--- src/rtl/kernel_cache_read_requester.sv ---
// AXI4 read initiator for the kernel cache slave port: issues one AR burst per
// request, tracks bursts in flight, and returns R beats through a one-entry register.
module kernel_cache_read_requester #(
  parameter int ADDR_W          = 64,
  parameter int DATA_W          = 512,
  parameter int ID_W            = 4,
  parameter int MAX_OUTSTANDING = 8,
  parameter int CNT_W           = 4
) (
  input  logic              ap_clk,
  input  logic              areset,
  input  logic              req_valid,
  output logic              req_ready,
  input  logic [ADDR_W-1:0] req_addr,
  input  logic [7:0]        req_len,
  input  logic [ID_W-1:0]   req_id,
  output logic              m_arvalid,
  input  logic              m_arready,
  output logic [ADDR_W-1:0] m_araddr,
  output logic [7:0]        m_arlen,
  output logic [ID_W-1:0]   m_arid,
  output logic [2:0]        m_arsize,
  output logic [1:0]        m_arburst,
  input  logic              m_rvalid,
  output logic              m_rready,
  input  logic [DATA_W-1:0] m_rdata,
  input  logic [ID_W-1:0]   m_rid,
  input  logic [1:0]        m_rresp,
  input  logic              m_rlast,
  output logic              resp_valid,
  input  logic              resp_ready,
  output logic [DATA_W-1:0] resp_data,
  output logic [ID_W-1:0]   resp_id,
  output logic              resp_last,
  output logic              resp_err,
  output logic [CNT_W-1:0]  outstanding,
  output logic              error_sticky,
  output logic              idle
);
  typedef enum logic {AR_IDLE, AR_ISSUE} ar_st_e;

  localparam logic [CNT_W-1:0] MAX_CNT = CNT_W'(MAX_OUTSTANDING);

  ar_st_e              st_q, st_d;
  logic [ADDR_W-1:0]   araddr_q;
  logic [7:0]          arlen_q;
  logic [ID_W-1:0]     arid_q;
  logic [CNT_W-1:0]    outst_q, outst_d;
  logic                err_q, err_d;
  logic                rvalid_q;
  logic [DATA_W-1:0]   rdata_q;
  logic [ID_W-1:0]     rid_q;
  logic                rlast_q, rerr_q;
  logic                req_hs, ar_hs, r_hs, r_done;

  always_ff @(posedge ap_clk or posedge areset)
    if (areset) st_q <= AR_IDLE;
    else        st_q <= st_d;

  always_comb begin
    st_d = st_q;
    case (st_q)
      AR_IDLE:  if (req_valid && req_ready) st_d = AR_ISSUE;
      AR_ISSUE: if (m_arready)              st_d = AR_IDLE;
      default:                              st_d = AR_IDLE;
    endcase
  end

  // Nothing is pending while idle, so the gate reduces to the in-flight count.
  always_comb begin
    req_ready = 1'b0;
    m_arvalid = 1'b0;
    case (st_q)
      AR_IDLE:  req_ready = ~areset & (outst_q < MAX_CNT);
      AR_ISSUE: m_arvalid = 1'b1;
      default: ;
    endcase
  end

  assign req_hs = req_valid & req_ready;
  assign ar_hs  = m_arvalid & m_arready;
  assign r_hs   = m_rvalid & m_rready;
  assign r_done = r_hs & m_rlast;

  always_ff @(posedge ap_clk or posedge areset)
    if (areset) begin
      araddr_q <= '0;
      arlen_q  <= '0;
      arid_q   <= '0;
    end else if (req_hs) begin
      araddr_q <= {req_addr[ADDR_W-1:6], 6'b0};
      arlen_q  <= req_len;
      arid_q   <= req_id;
    end

  always_comb begin
    outst_d = outst_q;
    case ({ar_hs, r_done})
      2'b10:   if (outst_q != MAX_CNT) outst_d = outst_q + 1'b1;
      2'b01:   if (outst_q != '0)      outst_d = outst_q - 1'b1;
      default: ;
    endcase
    err_d = err_q | (r_hs & (m_rresp != 2'b00)) | (m_rvalid & (outst_q == '0))
          | (req_hs & (req_addr[5:0] != 6'b0));
  end

  always_ff @(posedge ap_clk or posedge areset)
    if (areset) begin
      outst_q <= '0;
      err_q   <= 1'b0;
    end else begin
      outst_q <= outst_d;
      err_q   <= err_d;
    end

  always_ff @(posedge ap_clk or posedge areset)
    if (areset) begin
      rvalid_q <= 1'b0;
      rdata_q  <= '0;
      rid_q    <= '0;
      rlast_q  <= 1'b0;
      rerr_q   <= 1'b0;
    end else if (r_hs) begin
      rvalid_q <= 1'b1;
      rdata_q  <= m_rdata;
      rid_q    <= m_rid;
      rlast_q  <= m_rlast;
      rerr_q   <= (m_rresp != 2'b00);
    end else if (resp_ready) begin
      rvalid_q <= 1'b0;
    end

  assign m_rready     = ~areset & (~rvalid_q | resp_ready);
  assign m_araddr     = araddr_q;
  assign m_arlen      = arlen_q;
  assign m_arid       = arid_q;
  assign m_arsize     = 3'b110;
  assign m_arburst    = 2'b01;
  assign resp_valid   = rvalid_q;
  assign resp_data    = rdata_q;
  assign resp_id      = rid_q;
  assign resp_last    = rlast_q;
  assign resp_err     = rerr_q;
  assign outstanding  = outst_q;
  assign error_sticky = err_q;
  assign idle         = (st_q == AR_IDLE) && (outst_q == '0) && !rvalid_q;
endmodule
--- config.mk ---
export PLATFORM = sky130hd
export DESIGN_NAME = kernel_cache_read_requester
export DESIGN_NICKNAME = d
export VERILOG_FILES = /design/src/rtl/kernel_cache_read_requester.sv
export SDC_FILE = /design/constraint.sdc
export NUM_CORES = 1
export LEC_CHECK = 0
export BUFFER_PORTS_ARGS = -buffer_cell sky130_fd_sc_hd__buf_2
export CAP_MARGIN = 40
export CORE_AREA = 2 2 471 473
export CTS_CLUSTER_SIZE = 30
export DETAILED_ROUTE_END_ITERATION = 7
export DIE_AREA = 0 0 473 475
export GPL_ROUTABILITY_DRIVEN = 0
export GPL_TIMING_DRIVEN = 1
export HOLD_SLACK_MARGIN = 0.02
export PLACE_DENSITY = 0.32
export RECOVER_POWER = 50
export SETUP_SLACK_MARGIN = 0.05
export SYNTH_ARGS = -nofsm -noshare
export SYNTH_HDL_FRONTEND = slang
export SYNTH_SLANG_ARGS = --single-unit
--- constraint.sdc ---
create_clock -name ap_clk -period 21 [get_ports ap_clk]
set_input_delay 4.2 -clock ap_clk [delete_from_list [all_inputs] [get_ports ap_clk]]
set_output_delay 4.2 -clock ap_clk [all_outputs]
set_load 0.1 [all_outputs]
== Word level (Yosys, flattened, before mapping) ==
Cells that the tools add are included.

* Muxes and demuxes: 10
* Reductions and logical operators: 11
* $lt $le $gt $ge: 1
* Equal/unequal tests: 5
* Bitwise gates (word level): 16
* Add/subtract/negate cells: 2

{| class="wikitable"
|+ Operators with widths
! kind !! count
|-
| bitwise AND 1 bit || 9
|-
| 2-to-1 mux 4 bit || 2
|-
| one-hot mux 4 bit (2 select lines) || 1
|-
| 2-to-1 mux 1 bit || 6
|-
| nonzero test 2 bit || 3
|-
| nonzero test 6 bit || 1
|-
| adder 4 x 1 -> 4 bit (second input constant) || 1
|-
| zero test 4 bit || 1
|-
| < comparator 4 bit (second input constant) || 1
|-
| != test 2 bit (second input constant) || 2
|-
| != test 4 bit (second input constant) || 1
|-
| OR 1 bit || 4
|-
| nonzero test 4 bit || 1
|-
| subtractor 4 x 1 -> 4 bit (second input constant) || 1
|-
| logical AND 1 bit || 3
|-
| inverter 1 bit || 3
|-
| AND reduction 3 bit || 1
|-
| == test 2 x 1 -> 1 bit (second input constant) || 1
|-
| == test 2 bit (second input constant) || 1
|-
| one-hot mux 1 bit (2 select lines) || 1
|-
| zero test 1 bit || 1
|}

* Logic and storage cells: 56
* Output and inout port bits: 609
* Bits of input ports: 601
* Register bits after elaboration: 595

== Longest topological paths before layout ==
* Depth after elaboration: 8
* Depth in mapped cells: 12
* Gate-level depth less buffers: 10

== Worst setup path after synthesis ==
OpenSTA, ideal clock, no wires.

* Path type: input to output
* Start point: input port areset
* End point: output port m_rready
* Data required time: 16.800 ns
* Path slack: -1.379 ns
* Path buffers: 0
* Data arrival time: 18.179 ns
* Stages on the path: 2
* Path through: inv_1 > and2_1

* Longest elaborated chain between the ends: 2

{| class="wikitable"
|+ RTL lines
! item !! line !! RTL
|-
| start, declared || 11 || <nowiki>input logic areset,</nowiki>
|-
| inverter 1 bit || 133 || <nowiki>assign m_rready = ~areset & (~rvalid_q | resp_ready);</nowiki>
|-
| bitwise AND 1 bit || 133 ||
|-
| end, declared || 25 || <nowiki>output logic m_rready,</nowiki>
|}

Every way passes these cells.

== Final worst setup path ==
* Start point: input port areset
* End point: register rdata_q[263], in the netlist resp_data[263]

* Longest elaborated chain between the ends: 3

{| class="wikitable"
|+ RTL lines
! item !! line !! RTL
|-
| inverter 1 bit || 133 ||
|-
| bitwise AND 1 bit || 133 ||
|-
| bitwise AND 1 bit || 82 || <nowiki>assign r_hs = m_rvalid & m_rready;</nowiki>
|-
| end signal, assigned || 125 || <nowiki>rdata_q <= m_rdata;</nowiki>
|-
| end, declared || 51 || <nowiki>logic [DATA_W-1:0] rdata_q;</nowiki>
|}

Every way passes these cells.
A chain may end at the register's enable or synchronous reset.

==> flow_summary.yaml <==
logic_synthesis:
  synth_cells: 1306
  yosys_most_used_dff: "dfrtp_1"
  ys_ff_latch: 595
  synth_area_um2: 25000
  yosysSeqAreaShare: 0.596
  synth_edf_count: 0
  ys_warn_count: 0
  synthDistinctLibCells: 29
  synth.avg_cell_area_um2: 19.1
  async_flop_share: 1.00
clock_tree:
  h-tree-depth: 3
  cts_tree: "built"
  root_buffer: "clkbuf_16"
  cts_buffers: 84
  clock-sinks: 595
  post_cts_buffers: 0
  cts.clk_slew.worst_paths_ns: 0.05
  cts_hold_buf: 0
  clk_path_buf_depth: 3
  insertion_delay_ns: 0.69
  post_cts_resized: 0
timing:
  rsz0062_at_grt: "false"
  min_period_over_period: 0.620
  min_period_ns: 13.02
  setup_ws_ns: 7.98
  relSlewSlack: -4.22
  worst_pin_slew_ns: 7.84
  fmax_ghz: 0.0768
  hold_viol: 0
  fin_worst_skew_ns: 0.0357
  final.setup.tns_ns: 0
  worst_hold_slack_ns: 0.482
  setup_viol: 0
  drv_slew: 751
finish:
  area_delta_synth_final_pct: 41.9
  fin_nets: 3152
  final_area_um2: 35500
  final_cell_count_no_fill: 5491
  post-route-util: 0.162
  drive_above_1_share: 0.596
grt:
  overflow: 0
  grt_pass1_wl_mm: 168
  antenna_found_initial: 98
  grt_usage: 0.111
  grt_max_degree: 133
  grt_pass1_vias: 17500
pwr:
  irDropWorstVdd_mv: 0.135
  power.total_mw: 5.85
  p_int_mw: 2.71
  power.share.clock: 0.242
  power.share.sequential: 0.269
  p_switching_mw: 3.13
  p_per_area_nw_per_um2: 165
  combPwrFrac: 0.488
  power.leakage_nw: 16.2
  swShare: 0.536
worst_setup_path:
  cp-start-kind: "input pin"
  crit_path_top_delay_cell: "clkbuf_1"
  slowest_delay_ns: 4.29
  cp-end-kind: "flop"
  path_max_fanout: 96
  worst-path-buf-inv: 8
  path_class: "input pin to flop"
  cp_top_family: "buffers and inverters"
  cp_data_arrival_time_ns: 13.56
  required_ns: 21.54
  crit_top_cell: "buf_4"
  crit_chain: "clkbuf_1, clkinvlp_2, and3_1, clkbuf_1, buf_4, buf_4, buf_12, buf_4, buf_16, mux2_4"
floorplanning:
  rows: 172
  core_um2: 219000
  dieWidth_um: 473
  die_area_um2: 225000
  floorplan.initialDensity: 0.114
  die_h_um: 475
  boundaryPins: 1210
placed_design:
  placed_cells: 5332
  io_buffer_count: 1198
  place_ws_ns: 11.63
  placed_area_um2: 33700
  dp_hpwl_mm: 105
routing:
  wl_per_cell_um: 23.6
  drt-initial-drc-count: 548
  ant_nets: 0
  wl_mm: 129
  drc: 0
  first_pass_iters: 4
  vias_per_cell: 2.98
  vias: 16400
run_status:
  status: "finished with violations"
  violations: "capacitance limit, slew limit"
hold_path:
  hp-class: "flop to flop"
flow_run:
  drv_cap: 11
## final timing paths
kind                          startpoint              to  slack (ns)  cells past startpoint
setup / recovery                  areset  resp_data[263]        7.98                     10
hold / removal             resp_data[67]   resp_data[67]        0.48                      1
setup reg to reg              resp_valid  resp_data[263]       11.50                      9
hold reg to reg            resp_data[67]   resp_data[67]        0.48                      1
max in group asynchronous         areset  resp_data[176]        8.28                      4
min in group asynchronous         areset  resp_data[428]        4.41                      3
## placed cells by master (no fill, tap or decap), types with 2 or more instances in the layout
| master | synthesis | routed |
|---|---|---|
| diode_2 | 0 | 16 |
| clkbuf_16 | 0 | 85 |
| nand2_1 | 7 | 7 |
| mux2_1 | 0 | 124 |
| buf_12 | 55 | 2 |
| buf_16 | 0 | 3 |
| ha_1 | 4 | 4 |
| clkinv_2 | 0 | 7 |
| clkbuf_1 | 0 | 281 |
| inv_1 | 5 | 4 |
| a21o_1 | 2 | 2 |
| xnor2_1 | 3 | 3 |
| mux2_4 | 500 | 376 |
| mux2_2 | 88 | 88 |
| clkinv_4 | 0 | 4 |
| inv_6 | 0 | 3 |
| and2_0 | 0 | 3 |
| a21oi_1 | 3 | 3 |
| dfrtp_1 | 595 | 595 |
| conb_1 | 2 | 11 |
| nor3_1 | 2 | 2 |
| nor2_1 | 2 | 2 |
| clkinvlp_4 | 0 | 4 |
| clkbuf_8 | 0 | 11 |
| bufinv_16 | 0 | 4 |
| buf_4 | 11 | 8 |
| buf_2 | 0 | 952 |
## area by class of cell
type,instances,area (um2)
Inverter,5,20.0
Sequential cell,595,14900
Clock buffer,119,2360
Antenna cell,16,40.0
Clock inverter,24,293
Multi-Input combinational cell,638,8360
Timing Repair Buffer,1223,5920
Tap cell,2871,3590
Fill cell,24500,184000
## state kept, by name (all words and copies together), names as in the netlist
register	cells
m_araddr	58
st_q	1
outstanding	4
resp_data	512
resp_last	1
resp_id	4
resp_err	1
m_arid	4
m_arlen	8
resp_valid	1
error_sticky	1
## cells in the mapped netlist, types with 2 or more instances
| cell | number | area (um2) |
|---|---|---|
| nor2_1 | 2 | 7.51 |
| mux2_4 | 500 | 7510 |
| and2_1 | 3 | 18.8 |
| inv_1 | 5 | 18.8 |
| nand2_1 | 7 | 26.3 |
| buf_12 | 55 | 1100 |
| dfrtp_1 | 595 | 14900 |
| xnor2_1 | 3 | 26.3 |
| nor3_1 | 2 | 10.0 |
| ha_1 | 4 | 50.1 |
| mux2_2 | 88 | 991 |
| a21o_1 | 2 | 15.0 |
| a21oi_1 | 3 | 15.0 |
| conb_1 | 2 | 7.51 |
| buf_6 | 11 | 124 |
| buf_4 | 11 | 82.6 |
## kinds of logic (layout without fill, tap and decap cells)
family,after synthesis,in the layout,share of synthesized area
AO/OA/AOI/OAI,11,11,0.00290
XOR/XNOR,4,4,0.00140
adder cells (fa/ha/maj),4,4,0.00200
buffers and inverters,82,1371,0.0530
flip-flops,595,595,0.596
multiplexers,588,588,0.340
other,2,27,0.000300
AND/OR/NAND/NOR,20,20,0.00495
## layer usage
layer	GRT usage	vias to the layer above	part of all wire
met2	0.173	990	0.45
met3	0.0722	249	0.15
met5	0	-	0.00043
li1	-	7119	-
met4	0.0249	8	0.024
met1	0.125	7999	0.38
## power by group through the flow
stage	registers (mW)	clock network, mW	logic [mW]
5_1_grt	1.61	1.53	2.94
4_1_cts	1.58	1.49	2.95
2_1_floorplan	3.46	0	0.472
3_5_place_dp	1.59	0	2.95
3_3_place_gp	1.59	0	2.95
6_report	1.58	1.42	2.85
## worst register-to-register path, stage by stage (launching register included)
cell,delay (ns)
dfrtp_1,0.43
nand2b_4,0.10
and3_1,1.24
clkbuf_1,4.31
buf_4,1.38
buf_4,0.59
buf_12,0.28
buf_4,0.35
buf_16,0.31
mux2_4,0.40
Note: power is estimated with default switching activity, not from simulation.
